`config.mk`:
```
export PLATFORM = sky130hd
export DESIGN_NAME = decode_hz
export DESIGN_NICKNAME = d
export VERILOG_FILES = /design/src/rtl/decode_pkg.sv /design/src/rtl/decode_hazard.sv /design/src/rtl/decode_hz.sv
export SDC_FILE = /design/constraint.sdc
export NUM_CORES = 1
export LEC_CHECK = 0
export CORE_AREA = 2 2 183 185
export CTS_CLUSTER_DIAMETER = 50
export DETAILED_ROUTE_END_ITERATION = 8
export DIE_AREA = 0 0 185 187
export PLACE_DENSITY = 0.7
export SLEW_MARGIN = 20
export SYNTH_ARGS = -nofsm -noshare
export SYNTH_HDL_FRONTEND = slang
export SYNTH_HIERARCHICAL = 1
export SYNTH_SLANG_ARGS = --single-unit
export TNS_END_PERCENT = 30
```
`constraint.sdc`:
```
create_clock -name clk -period 5.12 [get_ports clk]
set_clock_uncertainty 0.1 [all_clocks]
set_input_delay 1.024 -clock clk [delete_from_list [all_inputs] [get_ports clk]]
set_output_delay 1.024 -clock clk [all_outputs]
set_load 0.02 [all_outputs]
```
`src/rtl/decode_pkg.sv`:
```
// decode_pkg: shared definitions for the Beta decode/hazard stage.
//   - opcode constants for the instruction classes the stage cares about
//   - dec_ctl_t : packed class flags {ld, st, ldr, jmp, beq, bne, op, opc}
//   - dec_state_e : decode FSM states
//   - INST_NOP : ADD(R31,R31,R31), emitted in place of squashed instructions
//   - decode_ctl() : instruction word -> class flags
package decode_pkg;

   localparam logic [5:0]  OPC_LD   = 6'h18;
   localparam logic [5:0]  OPC_ST   = 6'h19;
   localparam logic [5:0]  OPC_JMP  = 6'h1B;
   localparam logic [5:0]  OPC_BEQ  = 6'h1C;
   localparam logic [5:0]  OPC_BNE  = 6'h1D;
   localparam logic [5:0]  OPC_LDR  = 6'h1F;
   localparam logic [4:0]  REG_ZERO = 5'd31;
   localparam logic [31:0] INST_NOP = 32'h83FF_F800;

   typedef struct packed {
      logic ld;
      logic st;
      logic ldr;
      logic jmp;
      logic beq;
      logic bne;
      logic op;   // register-register ALU, opcodes 0x20-0x2F
      logic opc;  // register-literal ALU, opcodes 0x30-0x3F
   } dec_ctl_t;

   typedef enum logic [1:0] {
      S_EMPTY  = 2'd0,
      S_FULL   = 2'd1,
      S_STALL  = 2'd2,
      S_SHADOW = 2'd3
   } dec_state_e;

   function automatic dec_ctl_t decode_ctl(input logic [31:0] ir);
      dec_ctl_t c;
      c = '0;
      case (ir[31:26])
         OPC_LD:  c.ld  = 1'b1;
         OPC_ST:  c.st  = 1'b1;
         OPC_LDR: c.ldr = 1'b1;
         OPC_JMP: c.jmp = 1'b1;
         OPC_BEQ: c.beq = 1'b1;
         OPC_BNE: c.bne = 1'b1;
         default: c = '0;
      endcase
      c.op  = (ir[31:30] == 2'b10);
      c.opc = (ir[31:30] == 2'b11);
      return c;
   endfunction

endpackage

```
`src/rtl/decode_hazard.sv`:
```
// decode_hazard: resolves one source register against the bypass network.
//   src                 : source register number
//   rf_data             : register-file read data for src
//   byp_valid/is_load   : per-channel write present / result not yet available
//   byp_addr/byp_data   : per-channel destination and result (channel 0 youngest)
//   data                : resolved operand value
//   hazard              : youngest matching channel has no data yet (load-use)
// R31 always reads as zero and never hazards.
module decode_hazard
   import decode_pkg::*;
#(
   parameter int XLEN    = 32,
   parameter int NUM_BYP = 3
) (
   input  logic [4:0]              src,
   input  logic [XLEN-1:0]         rf_data,
   input  logic [NUM_BYP-1:0]      byp_valid,
   input  logic [NUM_BYP-1:0]      byp_is_load,
   input  logic [5*NUM_BYP-1:0]    byp_addr,
   input  logic [XLEN*NUM_BYP-1:0] byp_data,
   output logic [XLEN-1:0]         data,
   output logic                    hazard
);

   logic found;

   // Only the youngest (lowest-index) match counts; older writes are stale.
   always_comb begin
      data   = rf_data;
      hazard = 1'b0;
      found  = 1'b0;
      if (src == REG_ZERO) begin
         data = '0;
      end else begin
         for (int i = 0; i < NUM_BYP; i++) begin
            if (!found && byp_valid[i] && (byp_addr[5*i +: 5] == src)) begin
               found = 1'b1;
               if (byp_is_load[i]) hazard = 1'b1;
               else                data   = byp_data[XLEN*i +: XLEN];
            end
         end
      end
   end

endmodule

```
`src/rtl/decode_hz.sv`:
```
// decode_hz: Beta decode stage with operand bypass, load-use stall and
// branch/jump redirect.
//   clk, rst                  : clock, asynchronous active-high reset
//   in_valid/in_ready         : upstream handshake; in_pc is PC+4, in_ir the word
//   out_valid/out_ready       : downstream handshake for the decoded packet
//   out_pc/out_ir/out_a/b/d   : decoded packet; out_ctl class flags
//   rf_ra1/rf_ra2, rf_rd1/2   : register-file read port (combinational data)
//   byp_*                     : bypass channels, channel 0 youngest
//   flush                     : exception flush, highest priority
//   redirect_valid/pc         : taken branch / jump target to fetch
//   stall_cnt                 : cycles spent in STALL (only with DECODE_STALL_CNT_EN)
//   dbg_state                 : current FSM state
// Handshake: a beat moves when valid && ready are both high on a rising edge;
// valid never depends on ready, in_ready may depend on out_ready.
// Optional feature macro: DECODE_STALL_CNT_EN.
module decode_hz
   import decode_pkg::*;
#(
   parameter int XLEN    = 32,
   parameter int NUM_BYP = 3
) (
   input  logic                    clk,
   input  logic                    rst,
   input  logic                    in_valid,
   output logic                    in_ready,
   input  logic [XLEN-1:0]         in_pc,
   input  logic [31:0]             in_ir,
   output logic                    out_valid,
   input  logic                    out_ready,
   output logic [XLEN-1:0]         out_pc,
   output logic [31:0]             out_ir,
   output logic [XLEN-1:0]         out_a,
   output logic [XLEN-1:0]         out_b,
   output logic [XLEN-1:0]         out_d,
   output dec_ctl_t                out_ctl,
   output logic [4:0]              rf_ra1,
   output logic [4:0]              rf_ra2,
   input  logic [XLEN-1:0]         rf_rd1,
   input  logic [XLEN-1:0]         rf_rd2,
   input  logic [NUM_BYP-1:0]      byp_valid,
   input  logic [NUM_BYP-1:0]      byp_is_load,
   input  logic [5*NUM_BYP-1:0]    byp_addr,
   input  logic [XLEN*NUM_BYP-1:0] byp_data,
   input  logic                    flush,
   output logic                    redirect_valid,
   output logic [XLEN-1:0]         redirect_pc,
`ifdef DECODE_STALL_CNT_EN
   output logic [31:0]             stall_cnt,
`endif
   output dec_state_e              dbg_state
);

   dec_state_e      state_q, state_d;
   logic [XLEN-1:0] pc_q;
   logic [31:0]     ir_q;
   logic            kill_q;   // register holds a squashed wrong-path slot

   logic            valid, transfer, accept, load_kill, take, hazard;
   logic            haz1, haz2, use1, use2;
   dec_ctl_t        ctl;
   logic [4:0]      src1, src2;
   logic [XLEN-1:0] op_a, op_b, sxt, br_tgt;

   assign valid = (state_q == S_FULL) || (state_q == S_STALL);

   // Decode of the held instruction; squashed or empty slots decode to nothing.
   assign ctl  = (valid && !kill_q) ? decode_ctl(ir_q) : '0;
   assign src1 = ir_q[20:16];
   assign src2 = ctl.st ? ir_q[25:21] : ir_q[15:11];

   assign rf_ra1 = valid ? src1 : 5'd0;
   assign rf_ra2 = valid ? src2 : 5'd0;

   decode_hazard #(.XLEN(XLEN), .NUM_BYP(NUM_BYP)) u_haz_a (
      .src(src1), .rf_data(rf_rd1), .byp_valid(byp_valid), .byp_is_load(byp_is_load),
      .byp_addr(byp_addr), .byp_data(byp_data), .data(op_a), .hazard(haz1)
   );

   decode_hazard #(.XLEN(XLEN), .NUM_BYP(NUM_BYP)) u_haz_b (
      .src(src2), .rf_data(rf_rd2), .byp_valid(byp_valid), .byp_is_load(byp_is_load),
      .byp_addr(byp_addr), .byp_data(byp_data), .data(op_b), .hazard(haz2)
   );

   // A source only stalls the stage if the instruction actually reads it.
   assign use1   = ctl.ld | ctl.st | ctl.jmp | ctl.beq | ctl.bne | ctl.op | ctl.opc;
   assign use2   = ctl.st | ctl.op;
   assign hazard = (haz1 & use1) | (haz2 & use2);

   assign sxt    = {{(XLEN-16){ir_q[15]}}, ir_q[15:0]};
   assign br_tgt = pc_q + (sxt << 2);

   assign out_valid = (state_q == S_FULL) && !hazard;
   assign transfer  = out_valid && out_ready;
   assign in_ready  = !rst && !flush && (state_q != S_STALL) && (!valid || transfer);
   assign accept    = in_valid && in_ready;

   assign take           = ctl.jmp | (ctl.beq && (op_a == '0)) | (ctl.bne && (op_a != '0));
   assign redirect_valid = transfer && take && !flush;
   assign redirect_pc    = !redirect_valid ? '0 :
                           ctl.jmp ? {op_a[XLEN-1:2], 2'b00} : br_tgt;

   // An instruction accepted on the redirect cycle, or while in SHADOW, is
   // from the wrong path and is replaced by a NOP.
   assign load_kill = (state_q == S_SHADOW) || redirect_valid;

   assign out_pc  = valid ? pc_q : '0;
   assign out_ir  = valid ? ir_q : INST_NOP;
   assign out_ctl = ctl;
   assign out_a   = !valid ? '0 : (ctl.ldr ? br_tgt : op_a);
   assign out_b   = !valid ? '0 : ((ctl.ld | ctl.st | ctl.opc) ? sxt : op_b);
   assign out_d   = valid ? op_b : '0;   // second read port: Rc for stores
   assign dbg_state = state_q;

   always_comb begin
      state_d = state_q;
      if (flush) begin
         state_d = S_EMPTY;
      end else begin
         case (state_q)
            S_EMPTY, S_SHADOW: if (accept) state_d = S_FULL;
            S_FULL: begin
               if (transfer) begin
                  if (!accept) state_d = redirect_valid ? S_SHADOW : S_EMPTY;
               end else if (hazard) begin
                  state_d = S_STALL;
               end
            end
            S_STALL: if (!hazard) state_d = S_FULL;
            default: state_d = S_EMPTY;
         endcase
      end
   end

   always_ff @(posedge clk or posedge rst) begin
      if (rst) state_q <= S_EMPTY;
      else     state_q <= state_d;
   end

   always_ff @(posedge clk or posedge rst) begin
      if (rst) begin
         pc_q   <= '0;
         ir_q   <= INST_NOP;
         kill_q <= 1'b0;
      end else if (accept) begin
         pc_q   <= in_pc;
         ir_q   <= load_kill ? INST_NOP : in_ir;
         kill_q <= load_kill;
      end
   end

`ifdef DECODE_STALL_CNT_EN
   logic [31:0] stall_cnt_q;

   always_ff @(posedge clk or posedge rst) begin
      if (rst)                                            stall_cnt_q <= '0;
      else if (flush)                                     stall_cnt_q <= '0;
      else if (state_q == S_STALL && stall_cnt_q != '1)   stall_cnt_q <= stall_cnt_q + 32'd1;
   end

   assign stall_cnt = stall_cnt_q;
`endif

endmodule

```
==> Word-level counts from Yosys, hierarchy flattened <==
Cells that the tools add are included.
{ "totals": {"reg_bits": 67, "elab_cells": 143} }
{ "op_classes": {"n_addsub": 1, "n_eq_ne": 24, "n_mux": 63, "bitwise_logic": 13, "reduce_logical": 38} }
{ "ops": {"columns": ["operator", "n"], "rows": [
  ["$mux 32", 24],
  ["$eq 6x5->1 const B", 6],
  ["$add 32x32->32", 1],
  ["$logic_not 32->1", 1],
  ["$reduce_bool 32->1", 1],
  ["$eq 5x5->1", 6],
  ["$mux 1", 27],
  ["$logic_and 1x1->1", 21],
  ["$mux 5", 3],
  ["$mux 2", 7],
  ["$or 1x1->1", 11],
  ["$eq 5x5->1 const B", 2],
  ["$logic_not 1->1", 9],
  ["$eq 2x2->1 const B", 4],
  ["$mux 8", 1],
  ["$ne 4x4->1 const B", 2],
  ["$ne 3x3->1 const B", 2],
  ["$pmux 2 s3", 1],
  ["$reduce_and 4->1", 1],
  ["$logic_or 1x1->1", 3],
  ["$and 1x1->1", 2],
  ["$eq 2x1->1 const B", 1],
  ["$logic_not 2->1", 1],
  ["$ne 2x2->1 const B", 1],
  ["$reduce_or 2->1", 1]
]} }

==> Logic depth before layout (Yosys ltp) <==
{ "logic_depth": {"word_depth": 31, "ltp_mapped": 24, "ltp_nobuf": 20} }

==> By module <==
The synthesis kept the hierarchy.
{ "by_module_without_submodules": {"columns": ["module", "n_inst", "cells_each", "area_each_um2"], "rows": [
  ["decode_hz", 1, 905, 6314.8],
  ["decode_hazard at u_haz_a", 1, 189, 1432.6],
  ["decode_hazard at u_haz_b", 1, 150, 1352.5]
]} }

==> Worst setup path after synthesis <==
No wires, ideal clock.
{ "synth_path": {"kind": "register to output", "startpoint": "reg state_q[0] (netlist: dbg_state[0])", "endpoint": "out redirect_pc[15]", "arrival_ns": 4.641, "required_ns": 3.996, "path_slack_ns": -0.645, "stages_incl_launch_ff": 22, "path_buffers": 3, "path_cell_list": "dfrtp_1 > inv_1 > ha_1 > nor4b_2 > nor2b_4 > and3_1 > buf_6 > mux2_2 > xor2_1 > nor4_4 > nand2_1 > nand3_1 > a311oi_1 > a21oi_1 > nor2_1 > a221oi_2 > and3_1 > nand2_1 > or2_1 > buf_2 > clkbuf_1 > a211oi_1"} }
{ "synth_rtl": {"columns": ["item", "line_no", "text"], "rows": [
  ["start, declared", "decode_hz.sv:53", "dec_state_e state_q, state_d;"],
  ["start signal, assigned", "decode_hz.sv:136", "else state_q <= state_d;"],
  ["end, declared", "decode_hz.sv:46", "output logic [XLEN-1:0] redirect_pc,"]
]} }

==> Final worst setup path <==
{ "layout_path": {"startpoint": "in byp_addr[4]", "endpoint": "out redirect_pc[9]"} }
{ "layout_between": {"elab_cells_between_ends": 58, "cone_classes": "eq/ne: 2; mux: 28; bitwise: 5; reduce/logical: 23"} }
{ "layout_rtl": {"columns": ["item", "line_no", "text"], "rows": [
  ["start, declared", "decode_hz.sv:42", "input logic [5*NUM_BYP-1:0] byp_addr,"],
  ["$eq 5x5->1 *", "decode_hazard.sv:36", "if (!found && byp_valid[i] && (byp_addr[5*i +: 5] == src)) begin"],
  ["$logic_and 1x1->1 *", "decode_hazard.sv:36", null],
  ["$mux 1", "decode_hazard.sv:36", null],
  ["$mux 1", "decode_hazard.sv:32", "if (src == REG_ZERO) begin"],
  ["$logic_not 1->1", "decode_hazard.sv:36", null],
  ["$logic_and 1x1->1 (2 in a row)", "decode_hazard.sv:36", null],
  ["$mux 1", "decode_hazard.sv:36", null],
  ["$mux 1", "decode_hazard.sv:32", null],
  ["(+4 left out)", null, null],
  ["$mux 32 *", "decode_hazard.sv:32", null],
  ["named net op_a[10]", "decode_hz.sv:62", "logic [XLEN-1:0] op_a, op_b, sxt, br_tgt;"],
  ["$logic_not 32->1", "decode_hz.sv:97", "assign take = ctl.jmp | (ctl.beq && (op_a == '0)) | (ctl.bne && (op_a != '0));"],
  ["$logic_and 1x1->1", "decode_hz.sv:97", null],
  ["$or 1x1->1", "decode_hz.sv:97", null],
  ["$or 1x1->1 *", "decode_hz.sv:97", null],
  ["$logic_and 1x1->1 * (2 in a row)", "decode_hz.sv:98", "assign redirect_valid = transfer && take && !flush;"],
  ["$mux 32 *", "decode_hz.sv:99", "assign redirect_pc = !redirect_valid ? '0 :"]
]} }
Mark *: on every way through the listed nets, which the timed path passes. The rest lies on a longest branch. The select of a mux whose other input is x is not followed.

==> results.sh <==
export IMPL_finalSetupViolCount=174
export IMPL_maxSlewHeadroom=0.3184
export IMPL_synth_adder_area_share=0.04620
export IMPL_yosys_most_used_dff="dfrtp_1"
export IMPL_clkLatencyLatePin_ns=0.35
export IMPL_ys_types=74
export IMPL_core_um2=32860
export IMPL_maxCapViolations=0
export IMPL_max_clock_freq_ghz=0.1716
export IMPL_drt_initial_drc_count=1027
export IMPL_dieArea_um2=34600
export IMPL_vias=12705
export IMPL_critPathCaptureType="primary output"
export IMPL_layout_nets=2124
export IMPL_powerDensity_nw_per_um2=553.6
export IMPL_grt_pass1_wl_um=80110
export IMPL_grt_use_total=0.3097
export IMPL_place_area_um2=15670
export IMPL_dieHeight_um=187
export IMPL_hold_viol_final=0
export IMPL_tightest_slew_ns=1.022
export IMPL_grt_max_degree=90
export IMPL_yosysWarningCount=6
export IMPL_stdcell_area_um2=17530
export IMPL_multi_input_area_um2=8117
export IMPL_violations="negative setup slack"
export IMPL_ys_top_cells_by_area="dfrtp_1 (14%), nand2_1 (11%), a21oi_1 (6.5%), nor2b_1 (6.4%), a22oi_1 (5.3%)"
export IMPL_synth_xor_xnor_area_share=0.05775
export IMPL_die_w_um=185
export IMPL_syn_mean_instance_area_um2=7.315
export IMPL_cts_root_buf="clkbuf_16"
export IMPL_grt_remaining_overflow=0
export IMPL_layout_drive_gt1_share=0.3153
export IMPL_synth_edff_count=0
export IMPL_synth_top_family_by_area="simple AND/OR/NAND/NOR gates"
export IMPL_drc_errors=0
export IMPL_fill_cells=3041
export IMPL_rows=67
export IMPL_hpwlAfterDp_um=43290
export IMPL_power_mw=9.706
export IMPL_critPathArrivalTime_ns=4.70
export IMPL_layout_area_overhead_vs_synth_pct=92.64
export IMPL_grt_pass1_vias=12579
export IMPL_syn_inst=1244
export IMPL_ys_seq_area_frac=0.1864
export IMPL_worstSetupPathType="in2out"
export IMPL_cts_hold_buffers=0
export IMPL_slew_violations=0
export IMPL_ir_drop_mv=0.3173
export IMPL_crit_path_start_kind="primary input"
export IMPL_final_setup_worst_slack_ns=-0.7060
export IMPL_portBuffers=464
export IMPL_clk_pin_slew_worst_paths_ns=0.06
export IMPL_cp_cell_sequence="dlygate4sd2_1, xnor2_1, and4_4, buf_4, a2111oi_4, buf_4, buf_12, clkbuf_16, a22oi_1, a311oi_2, buf_4, nor4_4, nand4_1, nor2_2, xnor2_1, o21ai_2, nand2_2, or2_4, buf_12, buf_6, a21oi_2, buf_4"
export IMPL_final_seq_area_um2=1699
export IMPL_drt_wl_total_um=57530
export IMPL_clock_path_buffers=2
export IMPL_ys_seq_elements=67
export IMPL_crit_fanout=8
export IMPL_synthSimpleGateAreaFrac=0.3098
export IMPL_pin_count=465
export IMPL_yosysTopAreaCell="dfrtp_1"
export IMPL_htreeDepth=3
export IMPL_synth_compound_area_frac=0.2934
export IMPL_first_pass_iters=5
export IMPL_wl_per_cell_um=24.97
export IMPL_synth_nets=1527
export IMPL_max_stage_delay_ns=0.27
export IMPL_viasPerCell=5.514
export IMPL_grt_antenna_before_repair=12
export IMPL_status="complete, but fails checks"
export IMPL_cpMaxStageDelayCell="a22oi_1"
export IMPL_gp_congestion=0.9828
export IMPL_leakage_nw=7.239
export IMPL_cpMostUsedCell="buf_4"
export IMPL_cts_buffers=9
export IMPL_hold_class="reg2reg"
export IMPL_start_util=0.2769
export IMPL_cts_tree="done"
export IMPL_required_ns=4.00
export IMPL_synth_top_area_share=0.1402
export IMPL_timing_final_crit_share=1.138
export IMPL_rsz0062_at_grt="yes"
export IMPL_cts_num_sinks=67
export IMPL_async_reset_ff_frac=1.000
export IMPL_muxShareOfSynthArea=0.04469
export IMPL_synthesis_area_um2=9100
export IMPL_ant_nets=0
export IMPL_fin_hold_ws_ns=0.4141
export IMPL_layout_min_cycle_time_ns=5.826
report_power, final:
group          switching [mW]  internal [mW]
Clock                   0.280          0.428
Sequential              0.341          0.837
Combinational            4.48           3.34
kinds of logic (layout without fill, tap and decap cells):
family / count (synthesis) / after routing
AOI/OAI and AO/OA: 349 / 350
xor gates and xnor gates: 60 / 60
adders and majority gates: 33 / 33
buffers and inverters: 123 / 723
DFF: 67 / 67
muxes: 40 / 40
other: 0 / 10
and+or+nand+nor: 572 / 573
metal layers:
metal,track usage,wire [um]
met5,0,41
met3,0.07262,4632
met2,0.5493,28700
met1,0.3565,21640
met4,0.1212,2516
worst paths after layout:
check | cells after the start | slack (ns) | start | end
worst max-delay path | 22 | -0.71 | byp_addr[4] | redirect_pc[9]
worst min-delay path | 2 | 0.41 | pc_q[15]$_DFFE_PP0P_ | pc_q[15]$_DFFE_PP0P_
worst max register to register | 24 | -0.12 | dbg_state[0]$_DFFE_PP0P_ | ir_q[15]$_DFFE_PP1P_
worst min register to register | 2 | 0.41 | pc_q[15]$_DFFE_PP0P_ | pc_q[15]$_DFFE_PP0P_
max in group asynchronous | 3 | 2.87 | rst | pc_q[5]$_DFFE_PP0P_
min in group asynchronous | 2 | 1.09 | rst | pc_q[0]$_DFFE_PP0P_
through the flow:
stage,util,setup slack (ns),TNS [ns],std cells
floorplan,-,-0.1644,-4.373,1244
finish,0.5335,-0.7060,-55.26,2304
detailed placement,0.4767,-1.553,-116.58,2238
global placement,0.4767,-1.488,-111.47,2238
global route,0.5334,-0.8631,-85.84,2303
CTS,0.5035,-0.7752,-56.95,2272
what timing repair did:
item,CTS,global route
gates resized for setup,419,255
gates cloned,7,5
setup buffers,13,23
setup endpoints to repair,183,186
pin swaps,52,73
cell usage in the layout, fill, tap and decap left out, types with 19 or more instances in the layout:
| cell | count |
|---|---|
| clkdlybuf4s50_1 | 343 |
| nand2_1 | 256 |
| buf_4 | 229 |
| nor2b_1 | 88 |
| a21oi_1 | 82 |
| nor2_1 | 53 |
| dfrtp_1 | 49 |
| a22oi_1 | 45 |
| buf_6 | 38 |
| mux2i_1 | 35 |
| nand3b_1 | 33 |
| xnor2_1 | 32 |
| ha_1 | 31 |
| buf_12 | 25 |
| dlygate4sd2_1 | 24 |
| a21oi_2 | 23 |
| a311oi_2 | 23 |
| or2_2 | 19 |
| xor2_1 | 19 |
| a22oi_2 | 19 |
registers in the layout, indices dropped and copies added, names as in the netlist:
signal	flops
ir_q	32
pc_q	32
kill_q	1
dbg_state	2
cells in the mapped netlist, drive strengths merged, types with 4 or more instances:
cell,number
o22a,16
xor2,25
nor3,39
nor2,60
nand4,8
a21o,11
dfstp,16
a31oi,5
a211oi,11
o21ai,15
a22oi,64
nand3,18
o22ai,35
nor2b,94
mux2i,35
a311oi,35
buf,34
a21boi,4
a21oi,118
nand3b,33
and3,10
ha,32
a22o,16
mux2,5
dfrtp,51
or2,22
inv,16
nand2,263
and2,5
nor4,11
xnor2,35
clkbuf,72
final cells by class:
type                            count  area share
Sequential cell                    67     0.09692
Tap cell                          448     0.03197
Clock inverter                      6    0.005067
Antenna cell                       10    0.001427
Timing Repair Buffer              690      0.3847
Multi-Input combinational cell   1056      0.4630
Clock buffer                       10     0.01306
Inverter                           17    0.003854
critical path, delay by kind of cell:
kind / cells / cell delay (ns)
buffers and inverters: 9 / 1.46
and+or+nand+nor: 6 / 1.14
xor gates and xnor gates: 2 / 0.30
AOI/OAI and AO/OA: 5 / 0.76
No activity file was read; power rests on OpenSTA's default activity.
